--- src/rtl/mem_wb_skid_pkg.sv ---
// Shared definitions for the MEM->WB skid stage.
//   - reset / write-enable encodings and zero constants
//   - wb_entry_t: one held write-back entry at the default widths
//   - state_e: buffer fill state (empty, one entry, two entries)
package mem_wb_skid_pkg;

  localparam logic        RstEnable    = 1'b1;
  localparam logic        WriteDisable = 1'b0;
  localparam logic        WriteEnable  = 1'b1;
  localparam logic [4:0]  NOPRegAddr   = 5'b00000;
  localparam logic [31:0] ZeroWord     = 32'h0000_0000;

  typedef struct packed {
    logic        valid;
    logic [4:0]  wd;
    logic        wreg;
    logic [31:0] wdata;
  } wb_entry_t;

  typedef enum logic [1:0] {
    StEmpty = 2'd0,
    StOne   = 2'd1,
    StFull  = 2'd2
  } state_e;

endpackage

--- src/rtl/mem_wb_skid_if.sv ---
// Ready/valid bundle between the MEM stage, this stage register and write-back.
//   in_*  : MEM result offered to the stage (in_ready driven by the stage)
//   out_* : handshake toward write-back, wb_* carry the held entry
// Modports: master = surrounding pipeline, slave = the stage register.
interface mem_wb_skid_if #(
  parameter int unsigned DATA_W = 32,
  parameter int unsigned ADDR_W = 5
);
  logic              in_valid;
  logic              in_ready;
  logic [ADDR_W-1:0] in_wd;
  logic              in_wreg;
  logic [DATA_W-1:0] in_wdata;
  logic              out_valid;
  logic              out_ready;
  logic [ADDR_W-1:0] wb_wd;
  logic              wb_wreg;
  logic [DATA_W-1:0] wb_wdata;

  modport master (
    output in_valid, in_wd, in_wreg, in_wdata, out_ready,
    input  in_ready, out_valid, wb_wd, wb_wreg, wb_wdata
  );

  modport slave (
    input  in_valid, in_wd, in_wreg, in_wdata, out_ready,
    output in_ready, out_valid, wb_wd, wb_wreg, wb_wdata
  );
endinterface

--- src/rtl/mem_wb_skid_wb_entry_reg.sv ---
// Single write-back entry register.
//   clk          : clock
//   clr          : clear entry (valid and all fields to zero); wins over load
//   load         : capture d_* and mark the entry valid
//   d_wd/wreg/wdata : entry fields to load
//   q_valid/wd/wreg/wdata : held entry; fields read zero while invalid
module wb_entry_reg
  import mem_wb_skid_pkg::*;
#(
  parameter int unsigned DATA_W = 32,
  parameter int unsigned ADDR_W = 5
) (
  input  logic              clk,
  input  logic              clr,
  input  logic              load,
  input  logic [ADDR_W-1:0] d_wd,
  input  logic              d_wreg,
  input  logic [DATA_W-1:0] d_wdata,
  output logic              q_valid,
  output logic [ADDR_W-1:0] q_wd,
  output logic              q_wreg,
  output logic [DATA_W-1:0] q_wdata
);

  logic              valid_q;
  logic [ADDR_W-1:0] wd_q;
  logic              wreg_q;
  logic [DATA_W-1:0] wdata_q;

  always_ff @(posedge clk) begin
    if (clr) begin
      valid_q <= 1'b0;
      wd_q    <= '0;
      wreg_q  <= WriteDisable;
      wdata_q <= '0;
    end else if (load) begin
      valid_q <= 1'b1;
      wd_q    <= d_wd;
      wreg_q  <= d_wreg;
      wdata_q <= d_wdata;
    end
  end

  assign q_valid = valid_q;
  assign q_wd    = wd_q;
  assign q_wreg  = wreg_q;
  assign q_wdata = wdata_q;

endmodule

--- src/rtl/mem_wb_skid.sv ---
// MEM->WB stage register: 2-entry ready/valid skid buffer with flush,
// x0-write squashing and a combinational forwarding lookup.
//   clk, rst   : clock, synchronous active-high reset
//   lock       : stall vector; lock[LOCK_BIT] blocks acceptance only
//   flush      : drops both held entries at the next edge
//   bus        : in_* from MEM, out_*/wb_* toward the register file
//   fwd_addr   : lookup address; fwd_hit/fwd_data give the newest match
//   occupancy  : number of held entries (0..2)
module mem_wb_skid
  import mem_wb_skid_pkg::*;
#(
  parameter int unsigned DATA_W    = 32,
  parameter int unsigned ADDR_W    = 5,
  parameter int unsigned LOCK_W    = 5,
  parameter int unsigned LOCK_BIT  = 4,
  parameter bit          SQUASH_X0 = 1'b1
) (
  input  logic              clk,
  input  logic              rst,
  input  logic [LOCK_W-1:0] lock,
  input  logic              flush,
  mem_wb_skid_if.slave      bus,
  input  logic [ADDR_W-1:0] fwd_addr,
  output logic              fwd_hit,
  output logic [DATA_W-1:0] fwd_data,
  output logic [1:0]        occupancy
);

  state_e state_q, state_d;

  logic              m_valid, m_wreg, m_load, m_clr, m_from_s;
  logic [ADDR_W-1:0] m_wd, m_d_wd;
  logic [DATA_W-1:0] m_wdata, m_d_wdata;
  logic              m_d_wreg;
  logic              s_valid, s_wreg, s_load, s_clr;
  logic [ADDR_W-1:0] s_wd;
  logic [DATA_W-1:0] s_wdata;
  logic              in_wreg_st, accept, pop, s_hit, m_hit, fwd_x0;

  assign bus.in_ready = (rst != RstEnable) & ~flush & ~s_valid & ~lock[LOCK_BIT];
  assign accept       = bus.in_valid & bus.in_ready;
  assign pop          = m_valid & bus.out_ready;
  assign in_wreg_st   = bus.in_wreg & ~(SQUASH_X0 && (bus.in_wd == '0));

  // M either takes the incoming entry or is refilled from S when draining FULL.
  assign m_d_wd    = m_from_s ? s_wd    : bus.in_wd;
  assign m_d_wreg  = m_from_s ? s_wreg  : in_wreg_st;
  assign m_d_wdata = m_from_s ? s_wdata : bus.in_wdata;

  always_ff @(posedge clk) begin
    if (rst == RstEnable) state_q <= StEmpty;
    else                  state_q <= state_d;
  end

  always_comb begin
    state_d   = state_q;
    m_load    = 1'b0;
    m_clr     = 1'b0;
    m_from_s  = 1'b0;
    s_load    = 1'b0;
    s_clr     = 1'b0;
    occupancy = 2'd0;
    unique case (state_q)
      StEmpty: occupancy = 2'd0;
      StOne:   occupancy = 2'd1;
      StFull:  occupancy = 2'd2;
      default: occupancy = 2'd0;
    endcase
    if ((rst == RstEnable) || flush) begin
      m_clr   = 1'b1;
      s_clr   = 1'b1;
      state_d = StEmpty;
    end else begin
      unique case (state_q)
        StEmpty: begin
          if (accept) begin
            m_load  = 1'b1;
            state_d = StOne;
          end
        end
        StOne: begin
          if (accept && pop) begin
            m_load = 1'b1;
          end else if (accept) begin
            s_load  = 1'b1;
            state_d = StFull;
          end else if (pop) begin
            m_clr   = 1'b1;
            state_d = StEmpty;
          end
        end
        StFull: begin
          if (pop) begin
            m_load   = 1'b1;
            m_from_s = 1'b1;
            s_clr    = 1'b1;
            state_d  = StOne;
          end
        end
        default: begin
          m_clr   = 1'b1;
          s_clr   = 1'b1;
          state_d = StEmpty;
        end
      endcase
    end
  end

  wb_entry_reg #(.DATA_W(DATA_W), .ADDR_W(ADDR_W)) u_main (
    .clk     (clk),
    .clr     (m_clr),
    .load    (m_load),
    .d_wd    (m_d_wd),
    .d_wreg  (m_d_wreg),
    .d_wdata (m_d_wdata),
    .q_valid (m_valid),
    .q_wd    (m_wd),
    .q_wreg  (m_wreg),
    .q_wdata (m_wdata)
  );

  wb_entry_reg #(.DATA_W(DATA_W), .ADDR_W(ADDR_W)) u_skid (
    .clk     (clk),
    .clr     (s_clr),
    .load    (s_load),
    .d_wd    (bus.in_wd),
    .d_wreg  (in_wreg_st),
    .d_wdata (bus.in_wdata),
    .q_valid (s_valid),
    .q_wd    (s_wd),
    .q_wreg  (s_wreg),
    .q_wdata (s_wdata)
  );

  assign bus.out_valid = m_valid;
  assign bus.wb_wd     = m_wd;
  assign bus.wb_wreg   = m_wreg & m_valid;
  assign bus.wb_wdata  = m_wdata;

  // S is the newer entry, so it shadows M on an address match.
  assign fwd_x0   = SQUASH_X0 && (fwd_addr == '0);
  assign s_hit    = s_valid & s_wreg & (s_wd == fwd_addr) & ~fwd_x0;
  assign m_hit    = m_valid & m_wreg & (m_wd == fwd_addr) & ~fwd_x0;
  assign fwd_hit  = s_hit | m_hit;
  assign fwd_data = s_hit ? s_wdata : (m_hit ? m_wdata : '0);

endmodule

--- src/flat_wrapper.sv ---
// flat-port wrapper written by rule: the top's interface ports become plain ports
module mem_wb_skid_flat import mem_wb_skid_pkg::*;
#(
  parameter int unsigned DATA_W    = 32,
  parameter int unsigned ADDR_W    = 5,
  parameter int unsigned LOCK_W    = 5,
  parameter int unsigned LOCK_BIT  = 4,
  parameter bit          SQUASH_X0 = 1'b1
)
  (clk, rst, lock, flush, fwd_addr, fwd_hit, fwd_data, occupancy, bus_in_valid, bus_in_wd, bus_in_wreg, bus_in_wdata, bus_out_ready, bus_in_ready, bus_out_valid, bus_wb_wd, bus_wb_wreg, bus_wb_wdata);
  mem_wb_skid_if #(.DATA_W(DATA_W), .ADDR_W(ADDR_W)) bus_i ();
  input  logic clk;
  input  logic rst;
  input  logic [LOCK_W-1:0] lock;
  input  logic flush;
  input  logic [ADDR_W-1:0] fwd_addr;
  output logic fwd_hit;
  output logic [DATA_W-1:0] fwd_data;
  output logic [1:0] occupancy;
  input wire logic [$bits(bus_i.in_valid)-1:0] bus_in_valid;
  input wire logic [$bits(bus_i.in_wd)-1:0] bus_in_wd;
  input wire logic [$bits(bus_i.in_wreg)-1:0] bus_in_wreg;
  input wire logic [$bits(bus_i.in_wdata)-1:0] bus_in_wdata;
  input wire logic [$bits(bus_i.out_ready)-1:0] bus_out_ready;
  output wire logic [$bits(bus_i.in_ready)-1:0] bus_in_ready;
  output wire logic [$bits(bus_i.out_valid)-1:0] bus_out_valid;
  output wire logic [$bits(bus_i.wb_wd)-1:0] bus_wb_wd;
  output wire logic [$bits(bus_i.wb_wreg)-1:0] bus_wb_wreg;
  output wire logic [$bits(bus_i.wb_wdata)-1:0] bus_wb_wdata;
  assign bus_i.in_valid = bus_in_valid;
  assign bus_i.in_wd = bus_in_wd;
  assign bus_i.in_wreg = bus_in_wreg;
  assign bus_i.in_wdata = bus_in_wdata;
  assign bus_i.out_ready = bus_out_ready;
  assign bus_in_ready = bus_i.in_ready;
  assign bus_out_valid = bus_i.out_valid;
  assign bus_wb_wd = bus_i.wb_wd;
  assign bus_wb_wreg = bus_i.wb_wreg;
  assign bus_wb_wdata = bus_i.wb_wdata;
  mem_wb_skid #(.DATA_W(DATA_W), .ADDR_W(ADDR_W), .LOCK_W(LOCK_W), .LOCK_BIT(LOCK_BIT), .SQUASH_X0(SQUASH_X0)) u_core (.clk(clk), .rst(rst), .lock(lock), .flush(flush), .bus(bus_i), .fwd_addr(fwd_addr), .fwd_hit(fwd_hit), .fwd_data(fwd_data), .occupancy(occupancy));
endmodule
--- config.mk ---
export PLATFORM = sky130hd
export DESIGN_NAME = mem_wb_skid_flat
export DESIGN_NICKNAME = d
export VERILOG_FILES = /design/src/rtl/mem_wb_skid_pkg.sv /design/src/rtl/mem_wb_skid_if.sv /design/src/rtl/mem_wb_skid_wb_entry_reg.sv /design/src/rtl/mem_wb_skid.sv /design/src/flat_wrapper.sv
export SDC_FILE = /design/constraint.sdc
export NUM_CORES = 1
export LEC_CHECK = 0
export ABC_CLOCK_PERIOD_IN_PS = 3550
export CAP_MARGIN = 10
export CORE_MARGIN = 2
export CORE_UTILIZATION = 25
export CTS_CLUSTER_DIAMETER = 40
export DETAILED_ROUTE_END_ITERATION = 8
export PLACE_DENSITY = 0.59
export SLEW_MARGIN = 15
export SYNTH_ARGS = -nofsm -noshare
export SYNTH_HDL_FRONTEND = slang
export SYNTH_SLANG_ARGS = --single-unit
export TNS_END_PERCENT = 5
--- constraint.sdc ---
create_clock -name clk -period 3.55 [get_ports clk]
set_input_delay 0.8875 -clock clk [delete_from_list [all_inputs] [get_ports clk]]
set_output_delay 0.8875 -clock clk [all_outputs]
set_load 0.01 [all_outputs]
### Word level (Yosys, flattened, before mapping)

Index checks and enable logic that the tools add are counted.

* register bits after elaboration: 80
* logic and storage cells: 73
* input bits: 53
* output and inout port bits: 75

* bitwise logic cells: 19
* reductions and logical operators: 9
* eq/ne operators: 8
* multiplexer cells: 28

Operators by type and width (count)
* 32-bit two-way mux: 3
* 1-bit two-way mux: 14
* 1-bit bitwise AND: 12
* 5-bit equality test: 2
* 5-bit logical NOT: 2
* 2-bit two-way mux: 5
* 1-bit NOT: 6
* 2-bit case mux with 3 select lines: 1
* 2-bit OR reduction: 3
* 5-bit two-way mux: 1
* 2-bit by 1-bit inequality test with 1-bit output, second input constant: 2
* 1-bit case mux with 2 select lines: 2
* 2-bit case mux with 2 select lines: 1
* 4-bit AND reduction: 1
* 3-bit by 1-bit inequality test with 1-bit output, second input constant: 1
* 1-bit case mux with 3 select lines: 1
* 2-bit by 1-bit equality test with 1-bit output, second input constant: 1
* 2-bit equality test, second input constant: 1
* 2-bit logical NOT: 1
* 2-bit inequality test, second input constant: 1
* 1-bit logical AND: 1
* 1-bit logical OR: 1
* 1-bit bitwise OR: 1

### Longest topological paths before layout

* depth in word-level cells: 9
* gate-level depth with buffers: 7

### Modules after synthesis

From an unflattened synthesis, not the netlist that was laid out.

* cell total of the unflattened synthesis: 420
* area total of the unflattened synthesis: 4464.3 um^2

By module, submodules not included
* wb_entry_reg: area an instance 1395.1 um^2, cells each 126, instances 2, sequential area each 780.7 um^2
* mem_wb_skid: area an instance 1674.1 um^2, cells each 168, instances 1, sequential area each 40.0 um^2

### Worst setup path after synthesis

No wires, ideal clock.

* path type: input -> output
* start point: in fwd_addr[0]
* end point: out fwd_data[10]
* data required time: 2663 ps
* arrival: 2095 ps
* stages on the path: 5
* slack: 567 ps
* cells stage by stage: nor3_1 -> nand2_1 -> nand4_1 -> clkbuf_1 -> mux2_2

* cells in the longest elaborated chain, start to end: 5
* elaborated cells between the ends (all ways): 10
* classes of those cells: 2 x eq/ne; 2 x mux; 5 x bitwise; 1 x reduce/logical

Ends and longest elaborated chain
* start: declaration: RTL line flat_wrapper.sv:16 `input logic [ADDR_W-1:0] fwd_addr;`
* 5-bit equality test or 5-bit logical NOT (tied branches): RTL line mem_wb_skid.sv:143, mem_wb_skid.sv:141
* 1-bit bitwise AND or 1-bit NOT (tied branches): RTL line mem_wb_skid.sv:143, mem_wb_skid.sv:142
* 1-bit bitwise AND: RTL line mem_wb_skid.sv:143 `assign m_hit = m_valid & m_wreg & (m_wd == fwd_addr) & ~fwd_x0;`
* 32-bit two-way mux: RTL line mem_wb_skid.sv:145 `assign fwd_data = s_hit ? s_wdata : (m_hit ? m_wdata : '0);`
* 32-bit two-way mux *: RTL line mem_wb_skid.sv:145
* end: declaration: RTL line flat_wrapper.sv:18 `output logic [DATA_W-1:0] fwd_data;`

Every way passes the cells marked *; elsewhere a longest branch is shown, timed or not.

### Worst setup path in the final report

* start point: in fwd_addr[3]
* end point: out fwd_data[1]

Same word-level chain as after synthesis.

==> reports/metrics.cfg <==
[grt]
antenna_found_initial=0
grt_use_total=0.158
grt_overflow_total=0
grt_pass1_wl_microns=22000
grt_max_degree=40
grt_pass1_vias=4066

[die]
die_w_microns=134
dieArea_sq_um=17900
io-pin-count=128
chipHeight_microns=134
design.core.area_sq_um=16500
start_util=0.254
rows=47

[finish]
layout.nets=646
num_antenna_cells=0
fillCellCount=1630
drive_gt1_frac=0.177
stdcell_count=818
area_growth_pct=47.4
stdcell_area_sq_um=6200

[logic_synthesis]
synth_top_area_frac=0.381
ys_seq_elements=80
syn_nets=529
synth_edf_count=0
ys_top_cells_by_count=nand2_1 (83), dfxtp_1 (80), a21oi_1 (43)
synthArstFlopShare=0
yosysMostFrequentCell=nand2_1
ys_warn_count=0
seq_area_frac_synth=0.381
syn_inst=476
ys.flop_type=dfxtp_1
synthTopCellsByArea=dfxtp_1 (38%), mux2i_1 (9.0%), mux2_2 (8.6%)
synth_cell_types=35
yosysTopAreaCell=dfxtp_1
syn_avg_cell_area_sq_um=8.83
netlist_area_sq_um=4200

[worst_setup_path]
crit_top_cell=dlygate4sd2_1
crit_arrival_ps=2660
critPathSlowestCell=mux2_2
worst_setup_path_start_kind=input port
slowest_delay_ps=360
path_class=input port to output pin
cp_max_fo=14
crit_path_cell_trace=dlygate4sd2_1, nor2_1, nand2_1, nand4_1, buf_6, buf_8, mux2_2, dlygate4sd2_1
worstPathRequired_ps=2660
end_kind=output pin

[clock_network]
clk_latency_ps=340
cts_buffers=9
cts_root_buffer=clkbuf_16
cts_sinks=80
cts_tree=done
cts_hold_buf=0
path_clk_slew_ps=60
h-tree-depth=3
clock_path_buffers=2

[power]
power.density_nw_per_um2=337
p_seq_frac=0.432
p_int_mw=1.65
clkPwrFrac=0.493
p_total_mw=2.09
switching_share=0.208
p_leak_nw=2.30
ir_drop_uv=233
p_sw_mw=0.434
power.share.combinational=0.075

[routing]
drt_iter0_drc=171
ant_nets=0
finalWirelength_microns=14000
via_per_inst=4.89
num_vias=4001
dr.pass1.iters=4
post_drt_wl_per_cell_microns=17.2
drc=0

[sta]
min_period_ps=3550
layout_setup_ws_ps=-0.635
setup_viol=1
max_slew_margin=0.547
min_period_over_period=1.00
tightest_slew_ps=677
finalHoldViolCount=0
fmax_ghz=0.282
finalClockSkew_ps=4.15
slew_viol_final=0
final.setup.tns_ps=-0.635

[placed_design]
placed_area_sq_um=5760
io_buffers=123
gp_congestion=0.780
numPlacedInstances=795
hpwl_microns=8730
pre_cts_slack_ps=-535

[worst_hold_path]
hold_path.class=flip-flop to flip-flop

[run_status]
status=finished with violations
violations=setup timing

[run]
drv_cap=0

[power by group through the flow]
stage	Sequential (mW)	Clock, mW	Combinational, mW
after floorplan	0.923	0	0.0541
after global placement	0.922	0	0.148
after detailed placement	0.923	0	0.151
after CTS	0.903	1.06	0.157
after global routing	0.903	1.09	0.167
final	0.903	1.03	0.156
[cell type report]
type | instances | area (sq um) | share of cell area
repair buffers | 148 | 1530 | 0.247
well taps | 220 | 275 | 0.0444
multi-input cells | 350 | 2440 | 0.393
flip-flops and latches | 80 | 1600 | 0.258
inverters | 4 | 15.0 | 0.00242
clock inverters | 2 | 60.1 | 0.00969
clock buffers | 14 | 274 | 0.0442
[cell families after synthesis]
group | share of synthesized area
and+or+nand+nor | 0.211
AOI/OAI and AO/OA | 0.157
xor gates and xnor gates | 0.0208
buffers and inverters | 0.0539
DFF | 0.381
muxes | 0.176
[layer usage]
layer,track usage,part of all wire,vias to the layer above
met3,0.0346,0.042,23
met1,0.193,0.45,1944
li1,-,-,1930
met5,0,0,-
met2,0.275,0.48,104
met4,0.0526,0.022,0
[what timing repair did]
action / in CTS / in global routing
endpoints found under the setup margin: 33 / 32
gates resized for setup: 47 / 17
buffers inserted: 3 / 1
pin swaps: 2 / 4
gates cloned: 2 / 1
[cell usage in the layout (no fill, tap or decap), types with 2 or more instances in the layout]
cell type        Yosys  routed
clkdlybuf4s50_1      0      85
nand2_1             83      83
dfxtp_1             80      80
a21oi_1             43      43
mux2i_1             38      38
nor3_1              39      38
and3_1              32      32
mux2_2              32      32
dlygate4sd2_1        0      29
a211oi_2            20      20
a211oi_1            19      18
clkbuf_16            0      10
buf_4                6      10
buf_12               0       8
xor2_1               8       7
nor2_1               7       7
clkdlybuf4s15_1      0       6
nor2b_1              4       4
buf_6                2       4
nor4_4               2       3
clkbuf_8             0       3
clkbuf_2             0       3
inv_1                2       2
xnor2_1              2       2
nand4_1              2       2
inv_2                2       2
or3_1                2       2
nand3_1              2       2
o21ai_4              0       2
o21ai_0              4       2
o21a_1               2       2
bufinv_16            0       2
clkbuf_1            20       2
[stage by stage]
stage,utilization,hold WS (ps)
final,0.375,468
after global routing,0.375,496
after CTS,0.372,473
after detailed placement,0.349,465
after global placement,0.349,454
after floorplan,-,446
[state kept, by name (all words and copies together), names as in the netlist]
name	count
u_core.u_skid.q_valid	1
u_core.u_main.q_valid	1
u_core.u_main.q_wd	5
u_core.u_main.q_wdata	32
u_core.u_skid.q_wd	5
u_core.u_skid.q_wreg	1
u_core.u_skid.q_wdata	32
u_core.u_main.q_wreg	1
u_core.state_q	2
[path summary, 6_finish.rpt]
check                                 start                        end  slack (ps)  cells past startpoint
hold / removal    u_core.u_skid.q_wdata[24]  u_core.u_skid.q_wdata[24]         470                      2
setup reg to reg      u_core.u_skid.q_valid      u_core.u_main.q_wd[4]        1410                      5
setup / recovery                fwd_addr[3]                fwd_data[1]        -0.6                      8
hold reg to reg   u_core.u_skid.q_wdata[24]  u_core.u_skid.q_wdata[24]         470                      2
[worst max-delay path: cells and delay by family]
| kind | cells | cell delay (ps) |
|---|---|---|
| buffers and inverters | 4 | 910 |
| AND/OR/NAND/NOR | 3 | 500 |
| multiplexers | 1 | 360 |
Note: power is estimated with default switching activity, not from simulation.
